==> config.mk <==
export PLATFORM = sky130hd
export DESIGN_NAME = mem_ctrl_flat
export DESIGN_NICKNAME = d
export VERILOG_FILES = /design/src/rtl/mem_ctrl_if.sv /design/src/rtl/mem_ctrl.sv /design/src/flat_wrapper.sv
export SDC_FILE = /design/constraint.sdc
export NUM_CORES = 1
export LEC_CHECK = 0
export BUFFER_PORTS_ARGS = -buffer_cell sky130_fd_sc_hd__buf_2
export CAP_MARGIN = 30
export CORE_MARGIN = 2
export CORE_UTILIZATION = 35
export DETAILED_ROUTE_END_ITERATION = 8
export PLACE_DENSITY = 0.7
export REMOVE_ABC_BUFFERS = 1
export SLEW_MARGIN = 20
export SYNTH_ARGS = -nofsm -noshare
export SYNTH_HDL_FRONTEND = slang
export SYNTH_SLANG_ARGS = --single-unit
==> constraint.sdc <==
create_clock -name clk -period 2.6 [get_ports clk]
set_input_delay 0.26 -clock clk [delete_from_list [all_inputs] [get_ports clk]]
set_output_delay 0.26 -clock clk [all_outputs]
set_load 0.01 [all_outputs]
==> src/rtl/mem_ctrl_if.sv <==
// mem_ctrl_if: groups the MA request, IF request and byte-wide memory bus signals.
// Latency: none, wiring only.
// Backpressure: carries ram_busy/if_busy from the controller back to the requesters.
interface mem_ctrl_if #(
  parameter int ADDR_W = 32
) ();
  logic              ram_we;
  logic              ram_re;
  logic [31:0]       ram_addr;
  logic [2:0]        ram_width;
  logic [31:0]       ram_wdata;
  logic [31:0]       ram_rdata;
  logic              ram_busy;
  logic              if_re;
  logic [31:0]       if_addr;
  logic [31:0]       if_rdata;
  logic              if_busy;
  logic [7:0]        mem_din;
  logic [7:0]        mem_dout;
  logic [ADDR_W-1:0] mem_a;
  logic              mem_wr;

  // Requesters plus memory: drive requests and read data, observe results and bus.
  modport master (
    output ram_we, ram_re, ram_addr, ram_width, ram_wdata,
    input  ram_rdata, ram_busy,
    output if_re, if_addr,
    input  if_rdata, if_busy,
    output mem_din,
    input  mem_dout, mem_a, mem_wr
  );

  // Controller side.
  modport slave (
    input  ram_we, ram_re, ram_addr, ram_width, ram_wdata,
    output ram_rdata, ram_busy,
    input  if_re, if_addr,
    output if_rdata, if_busy,
    input  mem_din,
    output mem_dout, mem_a, mem_wr
  );
endinterface

==> src/rtl/mem_ctrl.sv <==
// mem_ctrl: serializes MA loads/stores and IF fetches into byte transfers on an 8-bit RAM bus.
// Latency: store N+1 cycles, load/fetch N+2 cycles from the request seen in IDLE (N = 1/2/4).
// Backpressure: ram_busy/if_busy stall the requesters; rdy=0 freezes all state.
// Optional: define MEM_CTRL_IFBUF_EN for a single-entry fetch buffer.
module mem_ctrl #(
  parameter int ADDR_W = 32
) (
  input  logic      clk,
  input  logic      rst,
  input  logic      rdy,
  mem_ctrl_if.slave bus
);
  typedef enum logic [1:0] {IDLE, XFER, WAIT, DONE} state_t;
  typedef enum logic [1:0] {OWN_NONE, OWN_MA, OWN_IF} owner_t;

  state_t      state;
  owner_t      owner;
  logic [1:0]  cnt;
  logic [1:0]  last;
  logic [1:0]  cnt_p1;
  logic [1:0]  cnt_m1;
  logic        is_store;
  logic        zext;
  logic [1:0]  wsel;
  logic [31:0] wdata_q;
  logic [31:0] acc;
  logic [31:0] assembled;
  logic [31:0] extended;
  logic        ma_req;
  logic        buf_hit;

`ifdef MEM_CTRL_IFBUF_EN
  logic        buf_vld;
  logic [29:0] buf_tag;
  logic [31:0] buf_dat;
  logic [29:0] fill_tag;
  assign buf_hit = buf_vld && (buf_tag == bus.if_addr[31:2]);
`else
  assign buf_hit = 1'b0;
`endif

  assign ma_req = bus.ram_re | bus.ram_we;
  assign cnt_p1 = cnt + 2'd1;
  assign cnt_m1 = cnt - 2'd1;

  // Final read word: previously captured bytes plus the last byte arriving now.
  always_comb begin
    assembled = acc;
    assembled[{last, 3'b000} +: 8] = bus.mem_din;
  end

  // Load extension by access width; word passes through untouched.
  always_comb begin
    case (wsel)
      2'b00:   extended = zext ? {24'b0, assembled[7:0]}
                               : {{24{assembled[7]}}, assembled[7:0]};
      2'b01:   extended = zext ? {16'b0, assembled[15:0]}
                               : {{16{assembled[15]}}, assembled[15:0]};
      default: extended = assembled;
    endcase
  end

  // Stall outputs: owner stays busy until DONE, a waiting non-owner stays busy.
  always_comb begin
    bus.ram_busy = 1'b0;
    bus.if_busy  = 1'b0;
    if (rst) begin
      case (state)
        IDLE: begin
          bus.ram_busy = ma_req;
          bus.if_busy  = bus.if_re;
        end
        XFER, WAIT: begin
          bus.ram_busy = (owner == OWN_MA) | ma_req;
          bus.if_busy  = (owner == OWN_IF) | bus.if_re;
        end
        default: begin
          bus.ram_busy = (owner == OWN_MA) ? 1'b0 : ma_req;
          bus.if_busy  = (owner == OWN_IF) ? 1'b0 : bus.if_re;
        end
      endcase
    end
  end

  // Transfer FSM with registered bus outputs and result registers.
  always_ff @(posedge clk or negedge rst) begin
    if (!rst) begin
      state         <= IDLE;
      owner         <= OWN_NONE;
      cnt           <= 2'd0;
      last          <= 2'd0;
      is_store      <= 1'b0;
      zext          <= 1'b0;
      wsel          <= 2'b00;
      wdata_q       <= 32'b0;
      acc           <= 32'b0;
      bus.mem_wr    <= 1'b0;
      bus.mem_a     <= '0;
      bus.mem_dout  <= 8'b0;
      bus.ram_rdata <= 32'b0;
      bus.if_rdata  <= 32'b0;
`ifdef MEM_CTRL_IFBUF_EN
      buf_vld       <= 1'b0;
      buf_tag       <= 30'b0;
      buf_dat       <= 32'b0;
      fill_tag      <= 30'b0;
`endif
    end else if (rdy) begin
      case (state)
        IDLE: begin
          cnt <= 2'd0;
          if (ma_req) begin
            // A simultaneous load and store is handled as a store.
            owner        <= OWN_MA;
            is_store     <= bus.ram_we;
            wsel         <= bus.ram_width[1:0];
            zext         <= bus.ram_width[2];
            last         <= (bus.ram_width[1:0] == 2'b00) ? 2'd0 :
                            (bus.ram_width[1:0] == 2'b01) ? 2'd1 : 2'd3;
            wdata_q      <= bus.ram_wdata;
            bus.mem_a    <= bus.ram_addr[ADDR_W-1:0];
            bus.mem_wr   <= bus.ram_we;
            bus.mem_dout <= bus.ram_wdata[7:0];
            state        <= XFER;
          end else if (bus.if_re) begin
            owner    <= OWN_IF;
            is_store <= 1'b0;
            wsel     <= 2'b10;
            zext     <= 1'b0;
            last     <= 2'd3;
            if (buf_hit) begin
`ifdef MEM_CTRL_IFBUF_EN
              bus.if_rdata <= buf_dat;
`endif
              state <= DONE;
            end else begin
`ifdef MEM_CTRL_IFBUF_EN
              fill_tag <= bus.if_addr[31:2];
`endif
              bus.mem_a  <= bus.if_addr[ADDR_W-1:0];
              bus.mem_wr <= 1'b0;
              state      <= XFER;
            end
          end
        end
        XFER: begin
          // Read data lags the address by one cycle, so byte cnt-1 lands now.
          if (!is_store && cnt != 2'd0) begin
            acc[{cnt_m1, 3'b000} +: 8] <= bus.mem_din;
          end
          if (cnt == last) begin
            bus.mem_wr <= 1'b0;
            state      <= is_store ? DONE : WAIT;
`ifdef MEM_CTRL_IFBUF_EN
            if (is_store) buf_vld <= 1'b0;
`endif
          end else begin
            cnt       <= cnt_p1;
            bus.mem_a <= bus.mem_a + ADDR_W'(1);
            if (is_store) bus.mem_dout <= wdata_q[{cnt_p1, 3'b000} +: 8];
          end
        end
        WAIT: begin
          if (owner == OWN_MA) begin
            bus.ram_rdata <= extended;
          end else begin
            bus.if_rdata <= extended;
`ifdef MEM_CTRL_IFBUF_EN
            buf_vld <= 1'b1;
            buf_tag <= fill_tag;
            buf_dat <= extended;
`endif
          end
          state <= DONE;
        end
        default: begin
          owner <= OWN_NONE;
          state <= IDLE;
        end
      endcase
    end
  end
endmodule

==> src/flat_wrapper.sv <==
// flat-port wrapper written by rule: the top's interface ports become plain ports
module mem_ctrl_flat 
#(
  parameter int ADDR_W = 32
)
  (clk, rst, rdy, bus_ram_we, bus_ram_re, bus_ram_addr, bus_ram_width, bus_ram_wdata, bus_ram_rdata, bus_ram_busy, bus_if_re, bus_if_addr, bus_if_rdata, bus_if_busy, bus_mem_din, bus_mem_dout, bus_mem_a, bus_mem_wr);
  mem_ctrl_if #(.ADDR_W(ADDR_W)) bus_i ();
  input  logic clk;
  input  logic rst;
  input  logic rdy;
  input wire logic [$bits(bus_i.ram_we)-1:0] bus_ram_we;
  input wire logic [$bits(bus_i.ram_re)-1:0] bus_ram_re;
  input wire logic [$bits(bus_i.ram_addr)-1:0] bus_ram_addr;
  input wire logic [$bits(bus_i.ram_width)-1:0] bus_ram_width;
  input wire logic [$bits(bus_i.ram_wdata)-1:0] bus_ram_wdata;
  output wire logic [$bits(bus_i.ram_rdata)-1:0] bus_ram_rdata;
  output wire logic [$bits(bus_i.ram_busy)-1:0] bus_ram_busy;
  input wire logic [$bits(bus_i.if_re)-1:0] bus_if_re;
  input wire logic [$bits(bus_i.if_addr)-1:0] bus_if_addr;
  output wire logic [$bits(bus_i.if_rdata)-1:0] bus_if_rdata;
  output wire logic [$bits(bus_i.if_busy)-1:0] bus_if_busy;
  input wire logic [$bits(bus_i.mem_din)-1:0] bus_mem_din;
  output wire logic [$bits(bus_i.mem_dout)-1:0] bus_mem_dout;
  output wire logic [$bits(bus_i.mem_a)-1:0] bus_mem_a;
  output wire logic [$bits(bus_i.mem_wr)-1:0] bus_mem_wr;
  assign bus_i.ram_we = bus_ram_we;
  assign bus_i.ram_re = bus_ram_re;
  assign bus_i.ram_addr = bus_ram_addr;
  assign bus_i.ram_width = bus_ram_width;
  assign bus_i.ram_wdata = bus_ram_wdata;
  assign bus_ram_rdata = bus_i.ram_rdata;
  assign bus_ram_busy = bus_i.ram_busy;
  assign bus_i.if_re = bus_if_re;
  assign bus_i.if_addr = bus_if_addr;
  assign bus_if_rdata = bus_i.if_rdata;
  assign bus_if_busy = bus_i.if_busy;
  assign bus_i.mem_din = bus_mem_din;
  assign bus_mem_dout = bus_i.mem_dout;
  assign bus_mem_a = bus_i.mem_a;
  assign bus_mem_wr = bus_i.mem_wr;
  mem_ctrl #(.ADDR_W(ADDR_W)) u_core (.clk(clk), .rst(rst), .rdy(rdy), .bus(bus_i));
endmodule
# --- Word level (Yosys, flattened, before mapping) ---
# Cells that the tools add are included.
totals:
  in_bits: 113
  ram_bits: 0
  rom_bits: 0
  latch_bits: 0
  reg_bits: 181
  wordCells: 100
  memories: 0
op_classes:
  div_mod_pow: 0
  n_bitwise: 5
  add_sub_neg: 5
  magnitude_cmp: 0
  mul: 0
  shift: 5
  n_eq_ne: 12
  reduce_logical: 20
  n_mux: 39
op_table:
  columns: ["op", "count"]
  rows:
  - ["32-bit two-way mux", 5]
  - ["32-bit case mux with 2 select lines", 2]
  - ["32-bit bitwise mux", 2]
  - ["8-bit by 7-bit variable shift with 32-bit output, first input constant", 2]
  - ["8-bit by 7-bit variable part select with 32-bit output", 2]
  - ["32-bit by 1-bit adder with 32-bit output, second input constant", 1]
  - ["32-bit by 6-bit variable part select with 8-bit output", 1]
  - ["8-bit two-way mux", 3]
  - ["3-bit AND reduction", 8]
  - ["2-bit two-way mux", 11]
  - ["8-bit case mux with 2 select lines", 1]
  - ["5-bit negator with 7-bit output", 2]
  - ["1-bit two-way mux", 9]
  - ["2-bit by 1-bit == test with 1-bit output, second input constant", 4]
  - ["2-bit case mux with 2 select lines", 2]
  - ["4-bit AND reduction", 2]
  - ["2-bit zero test", 3]
  - ["2-bit by 1-bit != test with 1-bit output, second input constant", 3]
  - ["1-bit case mux with 2 select lines", 3]
  - ["2-bit case mux with 3 select lines", 1]
  - ["2-bit nonzero test", 3]
  - ["5-bit AND reduction", 1]
  - ["2-bit == test, second input constant", 2]
  - ["3-bit by 2-bit != test with 1-bit output, second input constant", 1]
  - ["other kinds (9)", 12]

# --- Longest topological paths before layout ---
logic_depth:
  depth_word: 5
  depth_mapped: 11
  depth_no_buf: 7

# --- Least setup slack after synthesis ---
# No wires, ideal clock.
synth_path:
  path_kind: "flip-flop to flip-flop"
  startpoint: "reg u_core.cnt[0]"
  endpoint: "reg u_core.acc[14]"
  setup_time_ns: 0.083
  required_ns: 2.517
  path_slack_ns: 0.157
  period_less_slack_ns: 2.443
  stages_incl_launch_ff: 9
  arrival_ns: 2.360
  path_cell_list: "dfrtp_1 > buf_2 > buf_2 > inv_1 > ha_1 > buf_1 > nor3b_1 > nand2_1 > o21ai_0"
synth_between:
  elab_chain_cells: 4
  elab_cells_between_ends: 8
  cone_classes: "add/sub (2); shift (2); mux (1); reduce/logical (3)"
synth_rtl:
  columns: ["item", "line", "rtl"]
  rows:
  - ["start: declaration", "mem_ctrl.sv:18", "logic [1:0] cnt;"]
  - ["start signal: assignment", "mem_ctrl.sv:158", "cnt <= cnt_p1;"]
  - ["2-bit by 1-bit subtractor with 2-bit output", "mem_ctrl.sv:44", "assign cnt_m1 = cnt - 2'd1;"]
  - ["5-bit negator with 7-bit output", "mem_ctrl.sv:149", "acc[{cnt_m1, 3'b000} +: 8] <= bus.mem_din;"]
  - ["8-bit by 7-bit variable part select with 32-bit output / 8-bit by 7-bit variable shift with 32-bit output (equally long branches)", "mem_ctrl.sv:149", null]
  - ["32-bit bitwise mux", "mem_ctrl.sv:149", null]
  - ["end signal: indexed assignment", "mem_ctrl.sv:149", null]
  - ["end: declaration", "mem_ctrl.sv:26", "logic [31:0] acc;"]
# Parallel ways exist; a longest one is shown, timed or not.
# A chain may end at the register's enable or synchronous reset.

# --- Worst setup path after layout ---
layout_path:
  startpoint: "reg u_core.state[0]"
  endpoint: "reg u_core.bus.mem_a[9]"
layout_between:
  elab_chain_cells: 3
  elab_cells_between_ends: 7
  cone_classes: "eq/ne (3); mux (1); reduce/logical (3)"
layout_rtl:
  columns: ["item", "line", "rtl"]
  rows:
  - ["start: declaration", "mem_ctrl.sv:16", "state_t state;"]
  - ["start signal: assignment", "mem_ctrl.sv:153", "state <= is_store ? DONE : WAIT;"]
  - ["2-bit by 1-bit == test with 1-bit output / 2-bit zero test (equally long branches)", "mem_ctrl.sv:109", "case (state)"]
  - ["2-bit != test (no line) (tied with other cells)", null, null]
  - ["4-bit AND reduction (no line)", null, null]
  - ["end signal: assignment", "mem_ctrl.sv:121", "bus.mem_a <= bus.ram_addr[ADDR_W-1:0];"]
  - ["end signal: assignment", "mem_ctrl.sv:140", "bus.mem_a <= bus.if_addr[ADDR_W-1:0];"]
  - ["end signal: assignment", "mem_ctrl.sv:159", "bus.mem_a <= bus.mem_a + ADDR_W'(1);"]
  - ["end: declaration", "mem_ctrl_if.sv:40", "output mem_dout, mem_a, mem_wr"]
# Parallel ways exist; a longest one is shown, timed or not.

==> summary.txt <==
Clock network
  – CTS resizes: 0
  – Root buf cell: clkbuf_16
  – Max clock buf depth: 2
  – Clock sinks: 181
  – CTS tree: yes
  – Clk_lat worst skew: 0.44 ns
  – Htree depth: 4
  – Clock buffer count from CTS: 17
  – CTS Hold Bufs: 1
  – Post-CTS setup buffer count: 0
  – Reg clk slew, reported paths: 0.07 ns

STA
  – Layout Skew: 0.0105 ns
  – Post-Route Setup TNS: 0 ns
  – Slew Limit Fails: 0
  – Worst Tran Pin Value: 0.841 ns
  – Max Fclk: 426 MHz
  – Worst slew margin: 43.9%
  – Setup violators final: 0
  – Final Worst Setup Slack: 0.254 ns
  – Fin. Hold Viols: 0
  – Post-route minimum period: 2.35 ns
  – RSZ-0062 raised after global routing: false
  – Period utilization: 90.2%

Placement
  – Input/output buffers: 219
  – Pre-CTS setup slack: 0.266 ns
  – GP Congestion: 0.822
  – Placed insts: 1,481
  – Final HPWL DP: 18,200 um
  – Placed Area: 0.0107 mm^2

Critical path
  – Crit path largest cell delay: 0.40 ns
  – Buf/Inv on CP: 1
  – CP arrival: 2.67 ns
  – Kind of end point of the critical path: flip-flop
  – CP max FO: 38
  – CP required: 2.92 ns
  – Top delay family on crit path: simple AND/OR/NAND/NOR gates
  – Stages on worst setup path: 7
  – Crit path kind: flip-flop to flip-flop
  – Cells along the critical path: inv_1 > ha_1 > or3b_1 > o32a_1 > nand2_4 > o21ai_0 > a221o_2
  – R2r worst-path depth: 7
  – Crit path launch type: flip-flop
  – R2R Setup Slk: 0.25 ns
  – CP max stage cell: dfrtp_1

Floorplanning
  – Die H: 166 um
  – Core region area: 0.0259 mm^2
  – Die ar.: 0.0275 mm^2
  – Die width: 166 um
  – Num rows: 59
  – Io pins: 220
  – Initial Util: 35.4%

Final layout
  – Register Area: 0.00453 mm^2
  – Multi-input logic area: 0.00433 mm^2
  – Post-Layout Cell Count: 1,514
  – Finished Cell Area: 0.0113 mm^2
  – Layout area overhead: 23.5%
  – Final Net Count: 1,294
  – FILL cells: 2,493
  – Layout cells sized above 1: 28.6%
  – Antenna diodes: 0

GRT
  – Global routing's busiest layer: met2
  – Gr usage total: 18.7%
  – Largest net degree at the start of global routing: 151
  – Vias in the first global route: 7,639
  – Global-route wire length before repair: 41,600 um
  – GRT Residual Overflow: 0
  – M1 GR Usage: 25.5%
  – M3 GR Usage: 4.17%
  – GR Util met2: 30.4%
  – Initial antenna violation count: 1

Synth
  – Gate Count Post-Synth: 957
  – Post-Syn Area: 0.00918 mm^2
  – Number of synthesized flops with an enable pin: 0
  – Ys async rst share: 100%
  – Synthesis warning total: 0
  – Distinct cell type count after synthesis: 60
  – Sequential share of the synthesized area: 49.3%
  – Synth Register Bits: 181
  – Cell taking the most area after synthesis: dfrtp_1
  – Ys flop type: dfrtp_1
  – Share of the synthesized area in the top cell type: 49.3%
  – Syn avg cell area: 9.59 um^2
  – Most area-consuming cells after synthesis: dfrtp_1 49%, nand2_1 7.8%, o21ai_0 4.6%

Pwr
  – Leak: 5.16 nW
  – Power density cells: 1170 mW/mm^2
  – Max rail drop VDD: 498 uV

Status
  – Status: finished, final reports clean

Hold path
  – Worst hold path depth: 2
  – Worst Hold Class: input pin to flip-flop

Route
  – Iteration-0 DRC Markers: 554
  – Via Count: 7,944
  – Routed WL per cell: 17.1 um
  – Vias per cell: 5.25
  – First-pass iteration count of the detailed router: 5
  – Residual DRC: 0
  – Antenna viol nets, final: 0
  – Post-detailed-routing wire length: 25,900 um

Flow run
  – Max-cap viol count: 0
[final timing paths]
check	startpoint	endpoint
min in group asynchronous	rst	u_core.state[0]
worst min-delay path	bus_ram_wdata[8]	u_core.wdata_q[8]
max in group asynchronous	rst	u_core.bus.mem_a[28]
worst min register to register	u_core.acc[20]	u_core.acc[20]
worst max-delay path	u_core.state[0]	u_core.bus.mem_a[9]
worst max register to register	u_core.state[0]	u_core.bus.mem_a[9]
[cells in the mapped netlist (all sizes together), types with 11 or more instances]
| cell type | count |
|---|---|
| a21oi | 68 |
| nor3 | 11 |
| mux2 | 32 |
| nand3 | 26 |
| o22a | 32 |
| dfrtp | 181 |
| nand4 | 11 |
| a221o | 26 |
| ha | 15 |
| buf | 18 |
| o21ai | 86 |
| nor2 | 40 |
| mux2i | 22 |
| clkbuf | 45 |
| nor2b | 29 |
| inv | 16 |
| nand2 | 192 |
[kinds of logic (layout without fill, tap and decap cells)]
kind of cell    Yosys count  count (layout)  share of synthesized area (%)
buf+inv                  81             303                           3.63
simple gates            357             357                           18.0
mux                      62              62                           8.29
fa+ha+maj                15              15                           2.04
xor+xnor                  2               2                          0.191
compound gates          259             259                           18.5
flops                   181             181                           49.3
[routing by layer]
metal  vias up  share of wire, %
li1       3847                 -
met1      3801                46
met2       267                46
met3        27               6.2
met4         2               1.2
met5         -             0.050
[cell usage in the layout (no fill, tap or decap), drive strengths merged, types with 8 or more instances in the layout]
cell     count
a21oi       68
ha          15
mux2        32
nand4       11
nand2      192
inv         22
o21ai       86
o22a        32
clkbuf      18
a2bb2oi      8
mux4         8
nor2        40
dfrtp      181
buf        252
and3         8
nor3        11
nand3       26
mux2i       22
or3          8
or2          8
nor2b       29
a221o       26
[flip-flops by register name (all words and copies together), names as in the netlist]
register	cells
u_core.acc	32
u_core.bus.if_rdata	32
u_core.bus.mem_a	32
u_core.bus.mem_dout	8
u_core.bus.mem_wr	1
u_core.bus.ram_rdata	32
u_core.cnt	2
u_core.is_store	1
u_core.last	2
u_core.owner	2
u_core.state	2
u_core.wdata_q	32
u_core.wsel	2
u_core.zext	1
[through the flow]
stage	util [%]	hold WS (ns)	power, mW
6_report	43.7	0.0541	13.2
5_1_grt	43.7	0.0434	14.2
4_1_cts	43.7	0.0373	13.4
3_5_place_dp	41.4	0.187	10.6
3_3_place_gp	41.4	0.189	10.4
2_1_floorplan	-	-0.0356	8.30
[power breakdown]
part / total, mW / internal [mW] / switching [mW] / leakage [nW]
clock: 2.70 / 1.48 / 1.22 / 0.298
sequential: 4.91 / 3.96 / 0.949 / 2.27
combinational: 5.60 / 2.56 / 3.05 / 2.60
[area by class of cell]
type                       instances  share of cell area, %
inverter                          18                  0.596
clock buffer                      18                   3.87
sequential                       181                   40.0
clock inverter                    14                   1.49
timing repair buffer             253                   12.2
multi-input combinational        695                   38.2
tap                              335                   3.70
Power figures use the tool's default switching activity.
